===== config.mk =====
export PLATFORM = sky130hd
export DESIGN_NAME = mem_port_arbiter_flat
export DESIGN_NICKNAME = d
export VERILOG_FILES = /design/src/rtl/mem_port_arbiter_if.sv /design/src/rtl/mem_port_arbiter.sv /design/src/flat_wrapper.sv
export SDC_FILE = /design/constraint.sdc
export NUM_CORES = 1
export LEC_CHECK = 0
export ABC_CLOCK_PERIOD_IN_PS = 7400
export CAP_MARGIN = 15
export CORE_MARGIN = 2
export CORE_UTILIZATION = 44
export CTS_CLUSTER_SIZE = 10
export DETAILED_ROUTE_END_ITERATION = 8
export PLACE_DENSITY_LB_ADDON = 0.05
export SLEW_MARGIN = 0
export SYNTH_ARGS = -nofsm -noshare
export SYNTH_HDL_FRONTEND = slang
export SYNTH_SLANG_ARGS = --single-unit

===== constraint.sdc =====
create_clock -name clk -period 7.4 [get_ports clk]
set_input_delay 1.48 -clock clk [delete_from_list [all_inputs] [get_ports clk]]
set_output_delay 1.48 -clock clk [all_outputs]
set_load 0.005 [all_outputs]

===== src/rtl/mem_port_arbiter_if.sv =====
`default_nettype none
// +-------------------------------------------------------------------------+
// | mem_port_arbiter_if: fetch, data and memory-side signals of the arbiter |
// | Rev 1.0                                                                 |
// +-------------------------------------------------------------------------+
interface mem_port_arbiter_if #(
  parameter int AW = 32,
  parameter int DW = 32
);
  logic              if_req;
  logic [AW-1:0]     if_addr;
  logic [DW-1:0]     if_rdata;
  logic              if_ack;
  logic              dm_read;
  logic              dm_write;
  logic [AW-1:0]     dm_addr;
  logic [DW-1:0]     dm_wdata;
  logic [DW/8-1:0]   dm_be;
  logic [DW-1:0]     dm_rdata;
  logic              dm_ack;
  logic              mem_req;
  logic              mem_we;
  logic [AW-1:0]     mem_addr;
  logic [DW-1:0]     mem_wdata;
  logic [DW/8-1:0]   mem_be;
  logic              mem_ready;
  logic [DW-1:0]     mem_rdata;
  logic              stall_if;
  logic              stall_mem;
  logic              bus_err;

  modport slave (
    input  if_req, if_addr, dm_read, dm_write, dm_addr, dm_wdata, dm_be,
           mem_ready, mem_rdata,
    output if_rdata, if_ack, dm_rdata, dm_ack, mem_req, mem_we, mem_addr,
           mem_wdata, mem_be, stall_if, stall_mem, bus_err
  );

  modport master (
    output if_req, if_addr, dm_read, dm_write, dm_addr, dm_wdata, dm_be,
           mem_ready, mem_rdata,
    input  if_rdata, if_ack, dm_rdata, dm_ack, mem_req, mem_we, mem_addr,
           mem_wdata, mem_be, stall_if, stall_mem, bus_err
  );
endinterface
`default_nettype wire


===== src/rtl/mem_port_arbiter.sv =====
`default_nettype none
// +-------------------------------------------------------------------------+
// | mem_port_arbiter: shares one memory port between IF and MEM stages,     |
// | with stall generation and a hung-transaction watchdog.                  |
// | MEM_ARB_RR_EN: round-robin between ports instead of data-first priority.|
// | Rev 1.0                                                                 |
// +-------------------------------------------------------------------------+
module mem_port_arbiter #(
  parameter int AW          = 32,
  parameter int DW          = 32,
  parameter int TIMEOUT_CYC = 16
) (
  input  logic               clk,
  input  logic               reset,
  mem_port_arbiter_if.slave  bus
);

  localparam int           CW        = (TIMEOUT_CYC > 2) ? $clog2(TIMEOUT_CYC) : 1;
  localparam logic [CW-1:0] C_TO_LAST = CW'((TIMEOUT_CYC > 0) ? TIMEOUT_CYC - 1 : 0);
  localparam bit           C_WDOG_EN = (TIMEOUT_CYC != 0);

  typedef enum logic [1:0] {
    S_IDLE   = 2'd0,
    S_GNT_IF = 2'd1,
    S_GNT_DM = 2'd2
  } state_t;

  state_t        r_state;
  logic [CW-1:0] r_wdog;

  logic w_dm_req;
  logic w_dm_pend;
  logic w_if_pend;
  logic w_grant_dm;
  logic w_timeout;

  // A request whose ack is high this cycle has already been served.
  assign w_dm_req  = bus.dm_read | bus.dm_write;
  assign w_dm_pend = w_dm_req & ~bus.dm_ack;
  assign w_if_pend = bus.if_req & ~bus.if_ack;
  assign w_timeout = C_WDOG_EN && (r_wdog == C_TO_LAST) && !bus.mem_ready;

`ifdef MEM_ARB_RR_EN
  logic r_last_dm;
  assign w_grant_dm = w_dm_pend & (~w_if_pend | ~r_last_dm);
`else
  assign w_grant_dm = w_dm_pend;
`endif

  assign bus.stall_mem = w_dm_req & ~bus.dm_ack;
  assign bus.stall_if  = bus.stall_mem | (bus.if_req & ~bus.if_ack);

  always_ff @(posedge clk or posedge reset) begin
    if (reset) begin
      r_state       <= S_IDLE;
      r_wdog        <= '0;
      bus.mem_req   <= 1'b0;
      bus.mem_we    <= 1'b0;
      bus.mem_addr  <= '0;
      bus.mem_wdata <= '0;
      bus.mem_be    <= '0;
      bus.if_ack    <= 1'b0;
      bus.dm_ack    <= 1'b0;
      bus.bus_err   <= 1'b0;
      bus.if_rdata  <= '0;
      bus.dm_rdata  <= '0;
`ifdef MEM_ARB_RR_EN
      r_last_dm     <= 1'b0;
`endif
    end else begin
      bus.if_ack  <= 1'b0;
      bus.dm_ack  <= 1'b0;
      bus.bus_err <= 1'b0;
      case (r_state)
        S_IDLE: begin
          if (w_grant_dm) begin
            r_state       <= S_GNT_DM;
            r_wdog        <= '0;
            bus.mem_req   <= 1'b1;
            bus.mem_we    <= bus.dm_write;
            bus.mem_addr  <= bus.dm_addr;
            bus.mem_wdata <= bus.dm_wdata;
            bus.mem_be    <= bus.dm_be;
`ifdef MEM_ARB_RR_EN
            r_last_dm     <= 1'b1;
`endif
          end else if (w_if_pend) begin
            r_state      <= S_GNT_IF;
            r_wdog       <= '0;
            bus.mem_req  <= 1'b1;
            bus.mem_we   <= 1'b0;
            bus.mem_addr <= bus.if_addr;
            bus.mem_be   <= '1;
`ifdef MEM_ARB_RR_EN
            r_last_dm    <= 1'b0;
`endif
          end
        end
        S_GNT_IF: begin
          if (bus.mem_ready) begin
            r_state      <= S_IDLE;
            bus.mem_req  <= 1'b0;
            bus.if_rdata <= bus.mem_rdata;
            bus.if_ack   <= 1'b1;
          end else if (w_timeout) begin
            r_state      <= S_IDLE;
            bus.mem_req  <= 1'b0;
            bus.if_rdata <= '0;
            bus.if_ack   <= 1'b1;
            bus.bus_err  <= 1'b1;
          end else begin
            r_wdog <= r_wdog + CW'(1);
          end
        end
        S_GNT_DM: begin
          if (bus.mem_ready) begin
            r_state      <= S_IDLE;
            bus.mem_req  <= 1'b0;
            bus.dm_rdata <= bus.mem_we ? '0 : bus.mem_rdata;
            bus.dm_ack   <= 1'b1;
          end else if (w_timeout) begin
            r_state      <= S_IDLE;
            bus.mem_req  <= 1'b0;
            bus.dm_rdata <= '0;
            bus.dm_ack   <= 1'b1;
            bus.bus_err  <= 1'b1;
          end else begin
            r_wdog <= r_wdog + CW'(1);
          end
        end
        default: begin
          r_state     <= S_IDLE;
          bus.mem_req <= 1'b0;
        end
      endcase
    end
  end

endmodule
`default_nettype wire


===== src/flat_wrapper.sv =====
// flat-port wrapper written by rule: the top's interface ports become plain ports
module mem_port_arbiter_flat 
#(
  parameter int AW          = 32,
  parameter int DW          = 32,
  parameter int TIMEOUT_CYC = 16
)
  (clk, reset, bus_if_req, bus_if_addr, bus_dm_read, bus_dm_write, bus_dm_addr, bus_dm_wdata, bus_dm_be, bus_mem_ready, bus_mem_rdata, bus_if_rdata, bus_if_ack, bus_dm_rdata, bus_dm_ack, bus_mem_req, bus_mem_we, bus_mem_addr, bus_mem_wdata, bus_mem_be, bus_stall_if, bus_stall_mem, bus_bus_err);
  mem_port_arbiter_if #(.AW(AW), .DW(DW)) bus_i ();
  input  logic clk;
  input  logic reset;
  input wire logic [$bits(bus_i.if_req)-1:0] bus_if_req;
  input wire logic [$bits(bus_i.if_addr)-1:0] bus_if_addr;
  input wire logic [$bits(bus_i.dm_read)-1:0] bus_dm_read;
  input wire logic [$bits(bus_i.dm_write)-1:0] bus_dm_write;
  input wire logic [$bits(bus_i.dm_addr)-1:0] bus_dm_addr;
  input wire logic [$bits(bus_i.dm_wdata)-1:0] bus_dm_wdata;
  input wire logic [$bits(bus_i.dm_be)-1:0] bus_dm_be;
  input wire logic [$bits(bus_i.mem_ready)-1:0] bus_mem_ready;
  input wire logic [$bits(bus_i.mem_rdata)-1:0] bus_mem_rdata;
  output wire logic [$bits(bus_i.if_rdata)-1:0] bus_if_rdata;
  output wire logic [$bits(bus_i.if_ack)-1:0] bus_if_ack;
  output wire logic [$bits(bus_i.dm_rdata)-1:0] bus_dm_rdata;
  output wire logic [$bits(bus_i.dm_ack)-1:0] bus_dm_ack;
  output wire logic [$bits(bus_i.mem_req)-1:0] bus_mem_req;
  output wire logic [$bits(bus_i.mem_we)-1:0] bus_mem_we;
  output wire logic [$bits(bus_i.mem_addr)-1:0] bus_mem_addr;
  output wire logic [$bits(bus_i.mem_wdata)-1:0] bus_mem_wdata;
  output wire logic [$bits(bus_i.mem_be)-1:0] bus_mem_be;
  output wire logic [$bits(bus_i.stall_if)-1:0] bus_stall_if;
  output wire logic [$bits(bus_i.stall_mem)-1:0] bus_stall_mem;
  output wire logic [$bits(bus_i.bus_err)-1:0] bus_bus_err;
  assign bus_i.if_req = bus_if_req;
  assign bus_i.if_addr = bus_if_addr;
  assign bus_i.dm_read = bus_dm_read;
  assign bus_i.dm_write = bus_dm_write;
  assign bus_i.dm_addr = bus_dm_addr;
  assign bus_i.dm_wdata = bus_dm_wdata;
  assign bus_i.dm_be = bus_dm_be;
  assign bus_i.mem_ready = bus_mem_ready;
  assign bus_i.mem_rdata = bus_mem_rdata;
  assign bus_if_rdata = bus_i.if_rdata;
  assign bus_if_ack = bus_i.if_ack;
  assign bus_dm_rdata = bus_i.dm_rdata;
  assign bus_dm_ack = bus_i.dm_ack;
  assign bus_mem_req = bus_i.mem_req;
  assign bus_mem_we = bus_i.mem_we;
  assign bus_mem_addr = bus_i.mem_addr;
  assign bus_mem_wdata = bus_i.mem_wdata;
  assign bus_mem_be = bus_i.mem_be;
  assign bus_stall_if = bus_i.stall_if;
  assign bus_stall_mem = bus_i.stall_mem;
  assign bus_bus_err = bus_i.bus_err;
  mem_port_arbiter #(.AW(AW), .DW(DW), .TIMEOUT_CYC(TIMEOUT_CYC)) u_core (.clk(clk), .reset(reset), .bus(bus_i));
endmodule

==> results of run 1 <==
==> final cells by class <==
| class | count | area, um^2 | area share, % |
|---|---|---|---|
| Clock buffer | 19 | 453 | 4.85 |
| Multi-Input combinational cell | 301 | 2030 | 21.7 |
| Tap cell | 176 | 220 | 2.36 |
| Inverter | 8 | 35.0 | 0.375 |
| Timing Repair Buffer | 283 | 2820 | 30.1 |
| Sequential cell | 143 | 3580 | 38.3 |
| Clock inverter | 13 | 211 | 2.26 |
==> worst max-delay path by stage <==
stage	from	to	slack [ns]
6_report	bus_dm_write	bus_stall_if	2.64
5_1_grt	bus_dm_write	bus_stall_if	2.54
4_1_cts	bus_dm_write	bus_stall_if	2.62
3_5_place_dp	bus_dm_write	bus_stall_if	2.62
3_3_place_gp	bus_dm_write	bus_stall_if	2.68
2_1_floorplan	reset	u_core.bus.bus_err$_DFF_PP0_	2.08
==> cell families after synthesis <==
| group | after synthesis |
|---|---|
| AO/OA/AOI/OAI | 86 |
| adder cells (fa/ha/maj) | 5 |
| buffers and inverters | 38 |
| flip-flops | 143 |
| multiplexers | 64 |
| AND/OR/NAND/NOR | 146 |
==> layer usage <==
| metal | track usage, % | part of all wire (%) |
|---|---|---|
| met1 | 27.0 | 39 |
| met5 | 0 | 0 |
| met3 | 8.52 | 8.4 |
| met2 | 39.6 | 50 |
| met4 | 8.56 | 2.1 |
==> sequential cells by signal, indices dropped and copies added, names as in the netlist <==
| signal | cells |
|---|---|
| u_core.bus.dm_ack | 1 |
| u_core.bus.dm_rdata | 32 |
| u_core.bus.if_ack | 1 |
| u_core.bus.if_rdata | 32 |
| u_core.bus.mem_addr | 32 |
| u_core.bus.mem_req | 1 |
| u_core.bus.mem_we | 1 |
| u_core.bus.mem_wdata | 32 |
| u_core.r_wdog | 4 |
| u_core.r_state | 2 |
| u_core.bus.mem_be | 4 |
| u_core.bus.bus_err | 1 |
==> power by group <==
part / switching (mW) / total [mW] / internal (mW) / leakage (nW)
Sequential: 0.208 / 1.38 / 1.17 / 1.78
Combinational: 0.691 / 1.74 / 1.05 / 2.04
Clock: 0.328 / 0.944 / 0.616 / 0.311
Total: 1.23 / 4.06 / 2.83 / 4.13
==> layout by cell type, fill, tap and decap left out, types with 2 or more instances in the layout <==
cell and instances:
a31oi_1 2, o21ai_2 8, nand2b_1 2, clkbuf_8 2, mux2_2 31, buf_4 7, clkbuf_16 17, nand2_1 102
dfrtp_1 143, ha_1 5, o21ai_0 2, bufinv_16 5, o22a_1 4, nor2_1 3, and2_1 2, clkinv_4 3
a31o_2 2, nand3_1 33, clkinvlp_4 4, a22o_1 33, a32o_1 2, o21ai_1 23, inv_1 6, clkdlybuf4s50_1 276
a21oi_1 2, mux2i_1 32
==> critical path, cell delays in order <==
cell and delay (ns):
clkdlybuf4s50_1 0.47, o21bai_4 0.15, buf_4 0.53, nand2_1 0.13
clkdlybuf4s50_1 0.50
==> through the flow <==
stage | cells | power, mW | utilization (%) | hold WS [ns]
after global placement | 911 | 3.08 | 66.3 | 0.448
after floorplan | 482 | 2.17 | - | 0.463
final | 943 | 4.06 | 71.4 | 0.464
after global routing | 943 | 4.31 | 71.4 | 0.489
after CTS | 943 | 4.10 | 71.4 | 0.468
after detailed placement | 911 | 3.14 | 66.3 | 0.455
==> run metrics, run 1 <==
total CTS buffers=17; Yosys reg bits=143; final worst setup slack=2.64 ns; CTS root buf=clkbuf_16; port bufs=276; final hold vios=0; Antenna Cells=0; top-count cell post-synth=dfrtp_1; R2R Path Start=u_core.r_wdog[0]$_DFFE_PP0P_; top cells by count, synth=143 x dfrtp_1, 102 x nand2_1, 33 x a22o_1, 33 x nand3_1, 32 x mux2i_1; Startpoint Class=input port; Synth Area in Simple Gates=10.5%; Synth Area in Compound Gates=11.4%; largest area contributor in the netlist=dfrtp_1; Hold Crit Depth=2; post-DP HPWL=11200 um; Die Wd=119 um; worst path arrival time=3.28 ns; Pre-antenna DRT Iters=4; post_cts resized=0; largest net degree at the start of global routing=87; worst vdd ir=0.227 mV; Die Height=119 um; share of cells above drive strength 1=11.3%; clk_skew=0.00600 ns; Power Density=435 nW/um^2; vias in the first global route=4891; minimum clock period=4.76 ns; static leakage=4.13 nW; Worst setup EP type=output pin; Hold WC Path Type=reg2reg; reg2reg path depth=7; Synth Cell Area=5840 um^2; multiplexer share of the synthesized area=11.7%; CTS tree=done; wire per inst=16.8 um; Post-Synth Adder-Cell Area=1.07%; Final #Nets=897; final setup violation count=0; Synth area leaders=dfrtp_1 61%, nand2_1 6.6%, mux2_2 6.0%, mux2i_1 5.5%, a22o_1 4.9%; global-route usage over all layers=23.3%; ys async rst share=100%; HP Start=u_core.bus.dm_rdata[6]$_DFFE_PP0P_; global route total overflow=0; worst slew pin tran=1.08 ns; full die area=14200 um^2; syn nets=625; Placer Congestion=0.803; Layout area overhead=60.0%; worst skew pair latency=0.42 ns; top_reg_cell synth=dfrtp_1; synth warn=0; Post-CTS Hold Fix Bufs=0; R2R Setup Slk=4.97 ns; clock transition at the registers of the reported paths=0.06 ns; H-tree depth=4; Fillers=959; io pins=277; Crit Path Class=in2out; DRT antenna net count=0; RSZ-0062 raised after global routing=no; max_cap viols=0; routed wire length=15900 um; Via density=5.01; Hold Path End=u_core.bus.dm_rdata[6]$_DFFE_PP0P_; Post-Synth XOR/XNOR Area=0%; Synth top area share=61.3%; Mapped Avg Cell Area=12.1 um^2; sequential-to-total area share from yosys stat=61.3%; Initial Utilization=44.6%; number of synthesized flops with an enable pin=0; synth unique cells=37; Core Box Area=13100 um^2; Critical Path Fanout Max=39; post-place setup slack=2.62 ns; final instance area=9340 um^2; via count=4721; placed inst area=8680 um^2; number of antenna violations at the first check in global routing=0; 1st-iter DRT viols=189; Setup Buffers After CTS=0; Worst R2R End=u_core.bus.dm_rdata[28]$_DFFE_PP0P_; setup tns final=0 ns; final max-slew violation count=0; Max Buffers Root-to-Sink=2; largest family of logic cells by synthesized area=multiplexers; relative max-transition margin=28.1%; global-route wire length before repair=25700 um; Achievable Freq=210 MHz; Required @ worst endpoint=5.92 ns; Site Rows=42; status=completed; cells after synthesis=482; Period Utilization, post-route=64.4%; clk sinks=143; DRC violations left=0
(Power assumes the default switching activity.)
==> run 2: changes to the inputs <==
ABC_CLOCK_PERIOD_IN_PS = 4100   (was 7400)
CORE_UTILIZATION = 37   (was 44)
clock period = 4.1 ns   (was 7.4 ns; I/O delays follow)
==> run metrics, run 2 (synthesis results as in run 1) <==
final setup violation count=0; io pins=277; via count=4694; global-route wire length before repair=25200 um; Required @ worst endpoint=3.28 ns; worst path arrival time=2.18 ns; Worst setup EP type=output pin; Startpoint Class=input port; final instance area=9410 um^2; Via density=4.79; Achievable Freq=333 MHz; Layout Cells excl Fill=980; static leakage=4.13 nW; Power Density=774 nW/um^2; largest net degree at the start of global routing=78; Pre-antenna DRT Iters=4; Initial Utilization=38.1%; number of antenna violations at the first check in global routing=0; worst hold slack=0.464 ns; post-place setup slack=1.08 ns; Die Wd=130 um; final hold vios=0; global-route usage over all layers=19.5%; Critical Path Fanout Max=8; port bufs=276; Die Height=130 um; Hold WC Path Type=reg2reg; final worst setup slack=1.10 ns; full die area=16800 um^2; 1st-iter DRT viols=177; Placed Cells=947; post-layout util=61.4%; clk sinks=143; worst vdd ir=0.323 mV; share of cells above drive strength 1=11.6%; Placer Congestion=0.777; CP Launch Point=bus_dm_write; reg2reg path depth=6; CP endpoint=bus_stall_if; post-DP HPWL=11500 um; Layout area overhead=61.1%; Site Rows=45; Crit Path Class=in2out; routed wire length=16200 um; vias in the first global route=4855; worst skew pair latency=0.42 ns; Final #Nets=899; DRC violations left=0; wire per inst=16.6 um; Max Buffers Root-to-Sink=2; placed inst area=8760 um^2; CTS tree=done; R2R Path Start=u_core.r_state[0]$_DFFE_PP0P_; clock transition at the registers of the reported paths=0.06 ns; global route total overflow=0; commonest cells after routing, fill and taps aside=276 x clkdlybuf4s50_1, 143 x dfrtp_1, 102 x nand2_1; clk_skew=0.00618 ns; relative max-transition margin=51.2%; setup tns final=0 ns; final max-slew violation count=0; RSZ-0062 raised after global routing=no; Setup Buffers After CTS=0; most common cell after layout, fill and taps aside=clkdlybuf4s50_1; Worst R2R End=u_core.bus.mem_addr[5]$_DFFE_PP0P_; status=completed; Period Utilization, post-route=73.2%; power consumption=7.28 mW; total CTS buffers=17; Core Box Area=15300 um^2; CTS root buf=clkbuf_16; post_cts resized=0; minimum clock period=3.00 ns; H-tree depth=4; worst slew pin tran=0.730 ns; DRT antenna net count=0; Post-CTS Hold Fix Bufs=0; max_cap viols=0; Antenna Cells=0; R2R Setup Slk=1.91 ns
-- run 2: worst min path at each step --
stage / start / endpoint / slack (ns) / cells after the start
5_1_grt: u_core.bus.mem_req$_DFFE_PP0P_ / u_core.bus.mem_req$_DFFE_PP0P_ / 0.49 / 1
3_3_place_gp: u_core.bus.dm_rdata[30]$_DFFE_PP0P_ / u_core.bus.dm_rdata[30]$_DFFE_PP0P_ / 0.45 / 2
3_5_place_dp: u_core.bus.dm_rdata[11]$_DFFE_PP0P_ / u_core.bus.dm_rdata[11]$_DFFE_PP0P_ / 0.45 / 2
6_report: u_core.bus.dm_rdata[10]$_DFFE_PP0P_ / u_core.bus.dm_rdata[10]$_DFFE_PP0P_ / 0.46 / 2
2_1_floorplan: u_core.bus.dm_rdata[0]$_DFFE_PP0P_ / u_core.bus.dm_rdata[0]$_DFFE_PP0P_ / 0.46 / 2
4_1_cts: u_core.bus.dm_rdata[18]$_DFFE_PP0P_ / u_core.bus.dm_rdata[18]$_DFFE_PP0P_ / 0.47 / 2
-- run 2: power by group --
part / internal [mW] / switching, mW / leakage (nW)
registers: 2.12 / 0.382 / 1.78
clock network: 1.03 / 0.606 / 0.294
logic: 1.90 / 1.24 / 2.06
-- run 2: metal layers --
metal,up-vias,global-route usage (%),wire length (um)
met1,2257,23.0,6810
met3,27,7.31,1310
met2,176,32.1,7720
met5,-,0,0
met4,0,8.41,382
li1,2234,-,-
-- run 2: critical path, stage by stage --
cell	delay [ns]
clkdlybuf4s50_1	0.46
o21bai_4	0.30
nand2_1	0.11
clkdlybuf4s50_1	0.49
-- run 2: final cells by class --
class | count | area, um^2
clock buffers | 18 | 439
inverters | 8 | 33.8
multi-input cells | 301 | 2030
well taps | 211 | 264
clock inverters | 14 | 190
repair buffers | 285 | 2870
fillers | 1271 | 5910
flip-flops and latches | 143 | 3580
==> run 3: changes to the inputs <==
ABC_CLOCK_PERIOD_IN_PS = 2850   (was 4100)
CORE_UTILIZATION = 41   (was 37)
clock period = 2.85 ns   (was 4.1 ns; I/O delays follow)
==> run metrics, run 3 (synthesis results as in run 1) <==
Die Wd=123 um; DRT antenna net count=0; Fillers=1085; final worst setup slack=0.349 ns; status=completed; RSZ-0062 raised after global routing=no; Post-CTS Hold Fix Bufs=0; most common cell after layout, fill and taps aside=clkdlybuf4s50_1; Int Power=7.28 mW; port bufs=276; routed wire length=15900 um; Net Sw Frac=30.2%; clk_skew=0.00519 ns; Core Box Area=13900 um^2; worst path arrival time=1.93 ns; Most common cell on crit path=clkdlybuf4s50_1; H-tree depth=4; Setup Buffers After CTS=0; clk sinks=143; worst slew pin tran=1.08 ns; total CTS buffers=17; wire per inst=16.8 um; crit path max-delay cell type=clkdlybuf4s50_1; final hold vios=0; Layout area overhead=59.6%; Final #Nets=897; Startpoint Class=input port; slowest stage delay, CP=0.49 ns; Pre-antenna DRT Iters=4; clock share of power=22.0%; CTS root buf=clkbuf_16; switching pwr=3.15 mW; Power Density=1120 nW/um^2; Logic pwr share=43.5%; Placer Congestion=0.814; Die Height=123 um; Max Buffers Root-to-Sink=2; sequential share of power=34.5%; Period Utilization, post-route=87.8%; CP Cell Sequence=clkdlybuf4s50_1 > o21bai_4 > nand2_1 > clkdlybuf4s50_1; post_cts resized=0; global route total overflow=0; global-route usage over all layers=21.2%; placed inst area=8710 um^2; commonest cells after routing, fill and taps aside=276 x clkdlybuf4s50_1, 143 x dfrtp_1, 102 x nand2_1; max_cap viols=0; post-DP HPWL=11000 um; Required @ worst endpoint=2.28 ns; Via density=4.95; worst hold slack=0.379 ns; Antenna Cells=0; global-route wire length before repair=24600 um; power consumption=10.4 mW; via count=4690; Critical Path Fanout Max=8; Worst setup EP type=output pin; Achievable Freq=400 MHz; number of antenna violations at the first check in global routing=0; Hold WC Path Type=in2async; final setup violation count=0; io pins=277; relative max-transition margin=27.9%; CTS tree=done; minimum clock period=2.50 ns; vias in the first global route=4914; largest net degree at the start of global routing=143; static leakage=4.12 nW; Crit Path Class=in2out; Site Rows=43; clock transition at the registers of the reported paths=0.05 ns; 1st-iter DRT viols=233; final instance area=9320 um^2; Initial Utilization=42.1%; setup tns final=0 ns; final max-slew violation count=0; post-place setup slack=0.314 ns; DRC violations left=0; full die area=15200 um^2; worst vdd ir=0.702 mV; worst skew pair latency=0.42 ns; share of cells above drive strength 1=10.7%
## run 3: area by class of cell
cell class,count,area [um^2],share of cell area (%)
inverters,8,33.8,0.362
multi-input cells,301,2030,21.8
flip-flops and latches,143,3580,38.4
clock buffers,27,513,5.50
well taps,180,225,2.42
clock inverters,5,100,1.07
repair buffers,283,2840,30.5
## run 3: power by group through the flow
stage | Clock (mW) | Combinational [mW] | Sequential [mW]
detailed placement | 0 | 4.60 | 3.62
global route | 2.42 | 4.95 | 3.73
global placement | 0 | 4.51 | 3.57
finish | 2.29 | 4.54 | 3.60
CTS | 2.33 | 4.62 | 3.61
floorplan | 0 | 1.97 | 3.66
## run 3: path summary, 6_finish.rpt
path	start	to	slack, ns	cells after the start
max	bus_dm_write	bus_stall_if	0.35	4
min	reset	u_core.bus.mem_wdata[4]$_DFFE_PP0P_	0.38	2
max reg2reg	u_core.r_wdog[0]$_DFFE_PP0P_	u_core.bus.dm_rdata[13]$_DFFE_PP0P_	0.80	6
min reg2reg	u_core.bus.dm_rdata[26]$_DFFE_PP0P_	u_core.bus.dm_rdata[26]$_DFFE_PP0P_	0.46	2
max in group asynchronous	reset	u_core.bus.if_rdata[8]$_DFFE_PP0P_	1.55	3
min in group clk	u_core.bus.dm_rdata[26]$_DFFE_PP0P_	u_core.bus.dm_rdata[26]$_DFFE_PP0P_	0.46	2
## run 3: worst max-delay path, delay by kind of cell
family / cells / cell delay (ns)
AND/OR/NAND/NOR: 1 / 0.12
buffers and inverters: 2 / 0.95
AO/OA/AOI/OAI: 1 / 0.29
## run 3: metrics by stage
step / cells / util (%)
floorplan: 482 / -
global placement: 915 / 62.7
detailed placement: 915 / 62.7
CTS: 947 / 67.2
global route: 947 / 67.2
finish: 947 / 67.2
## run 3: metal layers
metal / vias up / routed length (um) / track usage (%)
met3: 13 / 1440 / 8.12
met2: 161 / 8310 / 37.5
met5: - / 0 / 0
li1: 2228 / - / -
met1: 2288 / 5980 / 23.3
met4: 0 / 197 / 7.03
